## config.mk

```make
export PLATFORM = sky130hd
export DESIGN_NAME = dmac_chan_sched
export DESIGN_NICKNAME = d
export VERILOG_FILES = /design/src/rtl/dmac_sched_pkg.sv /design/src/rtl/dmac_sched_pick.sv /design/src/rtl/dmac_chan_sched.sv
export SDC_FILE = /design/constraint.sdc
export NUM_CORES = 1
export LEC_CHECK = 0
export ABC_AREA = 1
export BUFFER_PORTS_ARGS = -buffer_cell sky130_fd_sc_hd__clkbuf_2
export CORE_ASPECT_RATIO = 0.7
export CORE_MARGIN = 2
export CORE_UTILIZATION = 54
export CTS_BUF_LIST = sky130_fd_sc_hd__clkbuf_8 sky130_fd_sc_hd__clkbuf_16
export CTS_CLUSTER_DIAMETER = 30
export DETAILED_ROUTE_END_ITERATION = 16
export GPL_TIMING_DRIVEN = 0
export PLACE_DENSITY = 0.88
export SYNTH_ARGS = -nofsm -noshare
export SYNTH_HDL_FRONTEND = slang
export SYNTH_SLANG_ARGS = --single-unit
export TNS_END_PERCENT = 50
```

## constraint.sdc

```tcl
create_clock -name clk -period 4.94 [get_ports clk]
set_clock_uncertainty 0.05 [all_clocks]
set_input_delay 0.494 -clock clk [delete_from_list [all_inputs] [get_ports clk]]
set_output_delay 0.494 -clock clk [all_outputs]
set_load 0.05 [all_outputs]
```

## src/rtl/dmac_sched_pkg.sv

```systemverilog
// dmac_sched_pkg: shared types and width constants for the DMA channel scheduler.
//   sched_state_e : scheduler FSM state (IDLE / XFER / GAP)
//   STATE_W       : width of the state encoding
//   RR_CARRY_W    : extra bits needed when rotating a channel index by up to N
package dmac_sched_pkg;

  localparam int STATE_W    = 2;
  localparam int RR_CARRY_W = 1;

  typedef enum logic [STATE_W-1:0] {
    IDLE = 2'd0,
    XFER = 2'd1,
    GAP  = 2'd2
  } sched_state_e;

endpackage

```

## src/rtl/dmac_sched_pick.sv

```systemverilog
// dmac_sched_pick: combinational winner selection for the channel scheduler.
// Picks the eligible channel with the lowest priority value; ties go to the
// first such channel in round-robin order starting at (last_granted+1) mod N.
// Ports:
//   eligible     in  [N]              channels allowed to compete
//   ch_prior     in  [N*INDEX_WIDTH]  per-channel priority, lower wins
//   last_granted in  [INDEX_WIDTH]    most recently granted channel
//   win_valid    out                  at least one channel eligible
//   win_index    out [INDEX_WIDTH]    selected channel
module dmac_sched_pick
  import dmac_sched_pkg::*;
#(
  parameter int N           = 4,
  parameter int INDEX_WIDTH = 2
) (
  input  logic [N-1:0]             eligible,
  input  logic [N*INDEX_WIDTH-1:0] ch_prior,
  input  logic [INDEX_WIDTH-1:0]   last_granted,
  output logic                     win_valid,
  output logic [INDEX_WIDTH-1:0]   win_index
);

  localparam int SUM_W = INDEX_WIDTH + RR_CARRY_W;

  logic [INDEX_WIDTH-1:0] rot_idx_s [N];
  logic [INDEX_WIDTH-1:0] prio_s    [N];
  logic [INDEX_WIDTH-1:0] best_prior_s;

  // rot_idx_s[k] is the k-th channel visited in round-robin order. The sum
  // stays below 2N, so a single conditional subtract implements mod N.
  for (genvar k = 0; k < N; k++) begin : g_rot
    logic [SUM_W-1:0] sum_s;
    assign sum_s        = SUM_W'(last_granted) + SUM_W'(k + 1);
    assign rot_idx_s[k] = (sum_s >= SUM_W'(N)) ? INDEX_WIDTH'(sum_s - SUM_W'(N))
                                               : INDEX_WIDTH'(sum_s);
    assign prio_s[k]    = ch_prior[k*INDEX_WIDTH +: INDEX_WIDTH];
  end

  // Scan in rotation order; a strict "<" keeps the earliest candidate on a
  // priority tie, which is exactly the round-robin tie break.
  always_comb begin
    win_valid    = 1'b0;
    win_index    = '0;
    best_prior_s = '0;
    for (int k = 0; k < N; k++) begin
      if (eligible[rot_idx_s[k]] &&
          (!win_valid || (prio_s[rot_idx_s[k]] < best_prior_s))) begin
        win_valid    = 1'b1;
        win_index    = rot_idx_s[k];
        best_prior_s = prio_s[rot_idx_s[k]];
      end else begin
        best_prior_s = best_prior_s;
      end
    end
  end

endmodule

```

## src/rtl/dmac_chan_sched.sv

```systemverilog
// dmac_chan_sched: DMA channel scheduler. Grants one channel at a time for a
// tenure of ch_len beats (0 means 2^BEAT_WIDTH), then spends one GAP cycle
// before returning to IDLE arbitration.
// Optional feature macro: DMAC_SCHED_LOCK_EN adds input ch_lock; a channel
// with lock and request high at a normal (non-abort) tenure end is re-granted
// straight from GAP without re-arbitration.
// Ports:
//   clk, rst (sync, active-high)
//   ch_req, ch_mask [N]; ch_prior [N*INDEX_WIDTH]; ch_len [N*BEAT_WIDTH]
//   ch_lock [N] (only with DMAC_SCHED_LOCK_EN)
//   beat_ack, abort                bus handshake for the granted channel
//   ch_grant [N], grant_index      registered one-hot grant / index
//   busy, beats_left, tenure_done  registered status
module dmac_chan_sched
  import dmac_sched_pkg::*;
#(
  parameter int N           = 4,
  parameter int INDEX_WIDTH = 2,
  parameter int BEAT_WIDTH  = 5
) (
  input  logic                     clk,
  input  logic                     rst,
  input  logic [N-1:0]             ch_req,
  input  logic [N*INDEX_WIDTH-1:0] ch_prior,
  input  logic [N-1:0]             ch_mask,
  input  logic [N*BEAT_WIDTH-1:0]  ch_len,
`ifdef DMAC_SCHED_LOCK_EN
  input  logic [N-1:0]             ch_lock,
`endif
  input  logic                     beat_ack,
  input  logic                     abort,
  output logic [N-1:0]             ch_grant,
  output logic [INDEX_WIDTH-1:0]   grant_index,
  output logic                     busy,
  output logic [BEAT_WIDTH:0]      beats_left,
  output logic                     tenure_done
);

  sched_state_e           state_r;
  logic [INDEX_WIDTH-1:0] last_granted_r;
  logic                   relock_r;
  logic [N-1:0]           eligible_s;
  logic                   win_valid_s;
  logic [INDEX_WIDTH-1:0] win_index_s;
  logic                   lock_hit_s;
  logic [BEAT_WIDTH-1:0]  len_s [N];

  function automatic logic [BEAT_WIDTH:0] decode_len(input logic [BEAT_WIDTH-1:0] len);
    if (len == '0) begin
      decode_len = {1'b1, {BEAT_WIDTH{1'b0}}};
    end else begin
      decode_len = {1'b0, len};
    end
  endfunction

  function automatic logic [N-1:0] onehot(input logic [INDEX_WIDTH-1:0] idx);
    onehot = {{(N-1){1'b0}}, 1'b1} << idx;
  endfunction

  for (genvar c = 0; c < N; c++) begin : g_len
    assign len_s[c] = ch_len[c*BEAT_WIDTH +: BEAT_WIDTH];
  end

  assign eligible_s = ch_req & ~ch_mask;

  dmac_sched_pick #(
    .N           (N),
    .INDEX_WIDTH (INDEX_WIDTH)
  ) u_pick (
    .eligible     (eligible_s),
    .ch_prior     (ch_prior),
    .last_granted (last_granted_r),
    .win_valid    (win_valid_s),
    .win_index    (win_index_s)
  );

`ifdef DMAC_SCHED_LOCK_EN
  assign lock_hit_s = ch_lock[grant_index] & ch_req[grant_index];
`else
  assign lock_hit_s = 1'b0;
`endif

  // Scheduler FSM with all outputs registered alongside the state.
  always_ff @(posedge clk) begin
    if (rst) begin
      state_r        <= IDLE;
      ch_grant       <= '0;
      grant_index    <= '0;
      busy           <= 1'b0;
      beats_left     <= '0;
      tenure_done    <= 1'b0;
      relock_r       <= 1'b0;
      last_granted_r <= INDEX_WIDTH'(N - 1);
    end else begin
      case (state_r)
        IDLE: begin
          tenure_done <= 1'b0;
          if (win_valid_s) begin
            state_r        <= XFER;
            ch_grant       <= onehot(win_index_s);
            grant_index    <= win_index_s;
            busy           <= 1'b1;
            beats_left     <= decode_len(len_s[win_index_s]);
            last_granted_r <= win_index_s;
          end
        end
        XFER: begin
          // Abort wins over a simultaneous beat and leaves the count untouched.
          if (abort) begin
            state_r     <= GAP;
            ch_grant    <= '0;
            busy        <= 1'b0;
            tenure_done <= 1'b1;
            relock_r    <= 1'b0;
          end else if (beat_ack) begin
            if (beats_left == (BEAT_WIDTH+1)'(1)) begin
              state_r     <= GAP;
              ch_grant    <= '0;
              busy        <= 1'b0;
              beats_left  <= '0;
              tenure_done <= 1'b1;
              relock_r    <= lock_hit_s;
            end else begin
              beats_left <= beats_left - (BEAT_WIDTH+1)'(1);
            end
          end
        end
        GAP: begin
          tenure_done <= 1'b0;
          relock_r    <= 1'b0;
          // Locked re-grant keeps grant_index and last_granted as they are.
          if (relock_r) begin
            state_r    <= XFER;
            ch_grant   <= onehot(grant_index);
            busy       <= 1'b1;
            beats_left <= decode_len(len_s[grant_index]);
          end else begin
            state_r <= IDLE;
          end
        end
        default: begin
          state_r     <= IDLE;
          ch_grant    <= '0;
          busy        <= 1'b0;
          tenure_done <= 1'b0;
          relock_r    <= 1'b0;
        end
      endcase
    end
  end

endmodule

```

# ---- After elaboration in Yosys (flattened, before gate mapping)
# Cells that the tools add are included.
dict set report totals {
  reg_bits 19
  in_bits 40
  output_inout_bits 14
  elab_cells 148
}
dict set report classes {
  addsub 9
  magnitude_cmp 17
  eq_ne 9
  shift 2
  n_mux 71
  bitwise_logic 10
  reduce_logical 22
}
# op n
set ops {}
lappend ops {{$mux 2} 23}
lappend ops {{$mux 6} 7}
lappend ops {{$ge 3x3->1 const B} 10}
lappend ops {{$bmux 5 s2} 2}
lappend ops {{$mux 4} 5}
lappend ops {{$mux 5} 4}
lappend ops {{$not 2->3} 6}
lappend ops {{$pmux 6 s3} 1}
lappend ops {{$mux 1} 17}
lappend ops {{$bmux 2 s2} 4}
lappend ops {{$lt 2x3->1 const B} 4}
lappend ops {{$pmux 4 s3} 1}
lappend ops {{$logic_not 5->1} 2}
lappend ops {{$bmux 1 s2} 4}
lappend ops {{$shl 1x2->4 const A} 2}
lappend ops {{$sub 2x1->2 const B} 4}
lappend ops {{$add 2x2->3 const B} 2}
lappend ops {{$eq 6x1->1 const B} 1}
lappend ops {{$lt 2x2->1} 3}
lappend ops {{$ne 2x2->1 const B} 3}
lappend ops {{$ne 3x3->1 const B} 2}
lappend ops {{$pmux 2 s3} 1}
lappend ops {{$reduce_and 3->1} 2}
lappend ops {{$sub 6x1->6 const B} 1}
lappend ops {{other kinds (20)} 29}

# ---- Logic depth before layout (Yosys ltp)
dict set report logic_depth {
  ltp_word 28
  mapped_depth 36
}

# ---- Cells and area by module
# Synthesis repeated with hierarchy kept, for this count alone.
dict set report unflattened {
  cells_unflattened 362
  area_unflattened_um2 2075.7
}
# module instances cells_each area_per_inst_um2
set modules_own_cells {}
lappend modules_own_cells {dmac_chan_sched 1 240 1431.4}
lappend modules_own_cells {dmac_sched_pick 1 122 644.4}

# ---- Worst setup path after synthesis
# OpenSTA, ideal clock, no wires.
dict set report synth_path {
  path_type {input -> register}
  startpoint {input ch_mask[2]}
  endpoint {register beats_left[5]}
  setup_ps 67
  t_arrival_ps 3550
  slack_ps 1273
  cell_stages 32
  path_buffers 0
  path_cell_list {inv_1 > nand3_1 > nand2_1 > nand2_1 > nand2_4 > o211ai_1 > ha_1 > nand2_1 > nand2_1 > nand2_2 > nand2_4 > o21ai_0 > ha_1 > nand2_1 > nand2_1 > nand2_2 > nand2_4 > nand2_1 > o21ai_0 > ha_1 > nand2_1 > nand2_1 > nand2_2 > nand2_4 > nand2_4 > nand2_1 > nand2_1 > nand3_1 > nand2_1 > nor2_1 > nand3_1 > a21oi_2}
}
dict set report synth_via {
  elab_chain_len 25
}
# item line
set synth_lines {}
lappend synth_lines {{from (decl)} dmac_chan_sched.sv:25} ;# input logic [N-1:0] ch_mask,
lappend synth_lines {{$not 4->4 *} dmac_chan_sched.sv:64} ;# assign eligible_s = ch_req & ~ch_mask;
lappend synth_lines {{$and 4x4->4 *} dmac_chan_sched.sv:64}
lappend synth_lines {{$bmux 1 s2} dmac_sched_pick.sv:46} ;# if (eligible[rot_idx_s[k]] &&
lappend synth_lines {{$mux 1 (not written as such)} dmac_sched_pick.sv:46}
lappend synth_lines {{$mux 2 or $mux 1 (tied branches)} dmac_sched_pick.sv:46}
lappend synth_lines {{$lt 2x2->1 or $logic_not 1->1 (tied branches)} dmac_sched_pick.sv:47} ;# (!win_valid || (prio_s[rot_idx_s[k]] < best_prior_s))) begin
lappend synth_lines {{$logic_or 1x1->1} dmac_sched_pick.sv:47}
lappend synth_lines {{$logic_and 1x1->1} dmac_sched_pick.sv:46}
lappend synth_lines {{[8 not listed]} --}
lappend synth_lines {{$mux 2} dmac_sched_pick.sv:46}
lappend synth_lines {{$not 2->3 (not written as such)} dmac_chan_sched.sv:103} ;# beats_left <= decode_len(len_s[win_index_s]);
lappend synth_lines {{$bmux 5 s2} dmac_chan_sched.sv:103}
lappend synth_lines {{$mux 5 (not written as such) (2 in series)} dmac_chan_sched.sv:103}
lappend synth_lines {{$logic_not 5->1} dmac_chan_sched.sv:49} ;# if (len == '0) begin
lappend synth_lines {{$mux 6} dmac_chan_sched.sv:49}
lappend synth_lines {{$mux 6} dmac_chan_sched.sv:98} ;# if (win_valid_s) begin
lappend synth_lines {{$pmux 6 s3} dmac_chan_sched.sv:95} ;# case (state_r)
lappend synth_lines {{to (signal assigned)} dmac_chan_sched.sv:103}
lappend synth_lines {{to (signal assigned)} dmac_chan_sched.sv:124} ;# beats_left <= beats_left - (BEAT_WIDTH+1)'(1);
lappend synth_lines {{to (signal assigned)} dmac_chan_sched.sv:136} ;# beats_left <= decode_len(len_s[grant_index]);
lappend synth_lines {{to (decl)} dmac_chan_sched.sv:35} ;# output logic [BEAT_WIDTH:0] beats_left,
# Every way passes the cells marked *; elsewhere a longest branch is shown, timed or not. The select of a mux whose other input is x is not followed.
# A chain may end at the register's enable or synchronous reset.

# ---- Final worst setup path
dict set report layout_path {
  startpoint {register last_granted_r[0]}
  endpoint {register beats_left[5]}
}
dict set report layout_via {
  elab_chain_len 28
}
# item line
set layout_lines {}
lappend layout_lines {{from (decl)} dmac_chan_sched.sv:40} ;# logic [INDEX_WIDTH-1:0] last_granted_r;
lappend layout_lines {{from (signal assigned)} dmac_chan_sched.sv:93} ;# last_granted_r <= INDEX_WIDTH'(N - 1);
lappend layout_lines {{from (signal assigned)} dmac_chan_sched.sv:104} ;# last_granted_r <= win_index_s;
lappend layout_lines {{$add 2x1->3} dmac_sched_pick.sv:33} ;# assign sum_s = SUM_W'(last_granted) + SUM_W'(k + 1);
lappend layout_lines {{$ge 3x3->1 or $sub 2x1->2 (tied branches)} dmac_sched_pick.sv:34} ;# assign rot_idx_s[k] = (sum_s >= SUM_W'(N)) ? INDEX_WIDTH'(sum_s - SUM_W'(N))
lappend layout_lines {{$mux 2} dmac_sched_pick.sv:34}
lappend layout_lines {{$not 2->3} --}
lappend layout_lines {{$bmux 2 s2} --}
lappend layout_lines {{$mux 2 (2 in series)} --}
lappend layout_lines {{$mux 2} dmac_sched_pick.sv:46}
lappend layout_lines {{$lt 2x2->1} dmac_sched_pick.sv:47}
lappend layout_lines {{[10 not listed]} --}
lappend layout_lines {{$mux 2} dmac_sched_pick.sv:46}
lappend layout_lines {{$not 2->3 (not written as such)} dmac_chan_sched.sv:103}
lappend layout_lines {{$bmux 5 s2} dmac_chan_sched.sv:103}
lappend layout_lines {{$mux 5 (not written as such) (2 in series)} dmac_chan_sched.sv:103}
lappend layout_lines {{$logic_not 5->1} dmac_chan_sched.sv:49}
lappend layout_lines {{$mux 6} dmac_chan_sched.sv:49}
lappend layout_lines {{$mux 6} dmac_chan_sched.sv:98}
lappend layout_lines {{$pmux 6 s3} dmac_chan_sched.sv:95}
# Parallel ways exist; a longest one is shown, timed or not. The select of a mux whose other input is x is not followed.

==> results.tsv <==
metric	value	unit
final_nets	457	
clockBufferDepth	2	
cts_tree	built	
relSlewSlack	69.3	%
run_status	finished, final reports clean	
htreeDepth	1	
critPathSlowestCell	dfxtp_1	
start_util	57.5	%
grtUsageTotal	26.7	%
end_kind	flop	
final_layout_size_suffix_gt1_share	22.1	%
clkTransAtPathRegs	0.07	ns
cts_buffers	3	
dp_hpwl	4.55	mm
max_slew.worst_pin.slew	0.458	ns
rsz0062_at_grt	false	
synth.distinct_cells	36	
clock-root-buffer	clkbuf_8	
grt_pass1_wl	9.58	mm
ir_drop	408	uV
drv_slew	0	
syn_area_per_cell	5.88	um^2
finalSetupViolations	0	
switching_power	1220	uW
grt_overflow	0	
wire_per_inst	12.5	um
path_max_fanout	10	
areaGrowthSynthToFinish	18.6	%
fin_crit	4.28	ns
worstPathRequired	5.09	ns
die-area	4330	um^2
tns	0	ns
p_int	804	uW
cpPeakStageDelay	0.33	ns
insertion_delay	0.25	ns
fmax	0.233	GHz
die_h	55.7	um
cts.sinks	18	
port_buffers	53	
synth-seq-cells	18	
syn_nets	399	
cp_common_cell	nand2_1	
grt_max_degree	11	
io_pins	54	
vias	2520	
synthArstFlopShare	0	%
critPathBufInv	3	
path_delay_family	simple AND/OR/NAND/NOR gates	
ctsHoldBuffers	0	
p_seq_share	11.6	%
period_share	86.7	%
crit_type	flop to flop	
fin_util	68.2	%
drt_iter0_drc	243	
cts-resized-gates	0	
yosysWarnings	0	
ys_seq_area_share	17.5	%
crit_arrival	4.43	ns
detail-route-antenna-nets	0	
switching_share	60.2	%
powerDensity	827	nW/um^2
synth_area	2060	um^2
hold_path.class	flop to flop	
routed_wl	5.73	mm
core	3580	um^2
antenna_found_initial	0	
drc	0	
drtPass1Iterations	6	
p_comb_share	82.4	%
layout_common_cells	83 x nand2_1, 53 x clkbuf_2, 49 x inv_1, 40 x nand3_1, 30 x a21oi_1	
clkPwrFrac	6.0	%
power.leakage	0.00129	uW
final_common_cell	nand2_1	
rows	18	
via_per_inst	5.51	
synthFlopType	dfxtp_1	
netlist_instances	350	
fp.dieW	77.8	um
cts_setup_buffers	0	
cp-start-kind	flop	
routabilityCongestion	1.00	
maxCapViolations	0	
num-fill-cells	314	
hold_violations	0	
antenna_cells	0	
grt_pass1_vias	2186	
synth_edf_count	0	
[path summary, 6_finish.rpt]
kind                      from       endpoint  slack, ns  depth (start not counted)
max          last_granted_r[0]  beats_left[5]       0.66                         32
min                ch_grant[0]    ch_grant[0]       0.42                          2
max reg2reg  last_granted_r[0]  beats_left[5]       0.66                         32
min reg2reg        ch_grant[0]    ch_grant[0]       0.42                          2
[cell type report]
| cell class | count | area [um^2] | share of cell area [%] |
|---|---|---|---|
| Buffer | 12 | 72.6 | 2.97 |
| Multi-Input combinational cell | 265 | 1410 | 57.8 |
| Clock buffer | 4 | 55.1 | 2.25 |
| Tap cell | 50 | 62.6 | 2.56 |
| Inverter | 55 | 214 | 8.76 |
| Sequential cell | 18 | 360 | 14.8 |
| Timing Repair Buffer | 53 | 265 | 10.9 |
[power groups by stage]
stage	Combinational [uW]	Sequential (uW)	Clock (uW)
after detailed placement	1620	236	0
after global placement	1580	235	0
after CTS	1630	233	123
after floorplan	1180	342	0
after global routing	1860	240	129
final	1660	235	121
[state kept, by name, indices dropped and copies added (netlist names)]
signal / count
tenure_done: 1
busy: 1
ch_grant: 4
last_granted_r: 2
grant_index: 2
beats_left: 6
state_r: 2
[metal layers]
layer  vias up  global-route usage, %  wire length (um)
met1      1098                   39.4              2740
met4         0                   6.38                56
met3        10                   6.49               596
met5         -                      0                 0
li1       1268                      -                 -
met2       144                   38.5              2340
[metrics by stage]
stage	hold WS (ns)	area (um^2)	power, uW	instances	setup WS [ns]
6_report	0.416	2440	2020	457	0.656
5_1_grt	0.441	2440	2230	457	0.170
4_1_cts	0.417	2440	1980	457	0.718
3_5_place_dp	0.406	2390	1850	453	0.683
3_3_place_gp	0.404	2390	1820	453	0.770
2_1_floorplan	0.424	2060	1520	350	1.27
[synth_stat cells, types with 4 or more instances]
master | n | share of area [%]
a21oi_1 | 30 | 7.3
buf_2 | 4 | 0.97
nand2_1 | 83 | 15
inv_1 | 49 | 8.9
nand3b_1 | 6 | 2.2
o21ai_0 | 26 | 6.3
ha_1 | 9 | 5.5
nand2_2 | 9 | 2.7
o211ai_1 | 5 | 1.8
nand2_4 | 6 | 3.3
clkbuf_1 | 5 | 0.91
nor2_1 | 21 | 3.8
o21ai_1 | 7 | 1.7
nand3_1 | 40 | 9.7
dfxtp_1 | 18 | 17
[worst register-to-register path, delay by kind of cell, from the launching register on]
| kind | cells | cell delay [ns] |
|---|---|---|
| and+or+nand+nor | 21 | 1.85 |
| buffers and inverters | 3 | 0.42 |
| DFF | 1 | 0.33 |
| AOI/OAI and AO/OA | 5 | 0.73 |
| adders and majority gates | 3 | 0.84 |
[cell families after synthesis]
kind of cell / Yosys count / share of synthesized area (%)
XOR/XNOR: 4 / 1.70
AND/OR/NAND/NOR: 173 / 39.4
flip-flops: 18 / 17.5
buffers and inverters: 67 / 13.9
AO/OA/AOI/OAI: 79 / 22.1
adder cells (fa/ha/maj): 9 / 5.47
No activity file was read; power rests on OpenSTA's default activity.
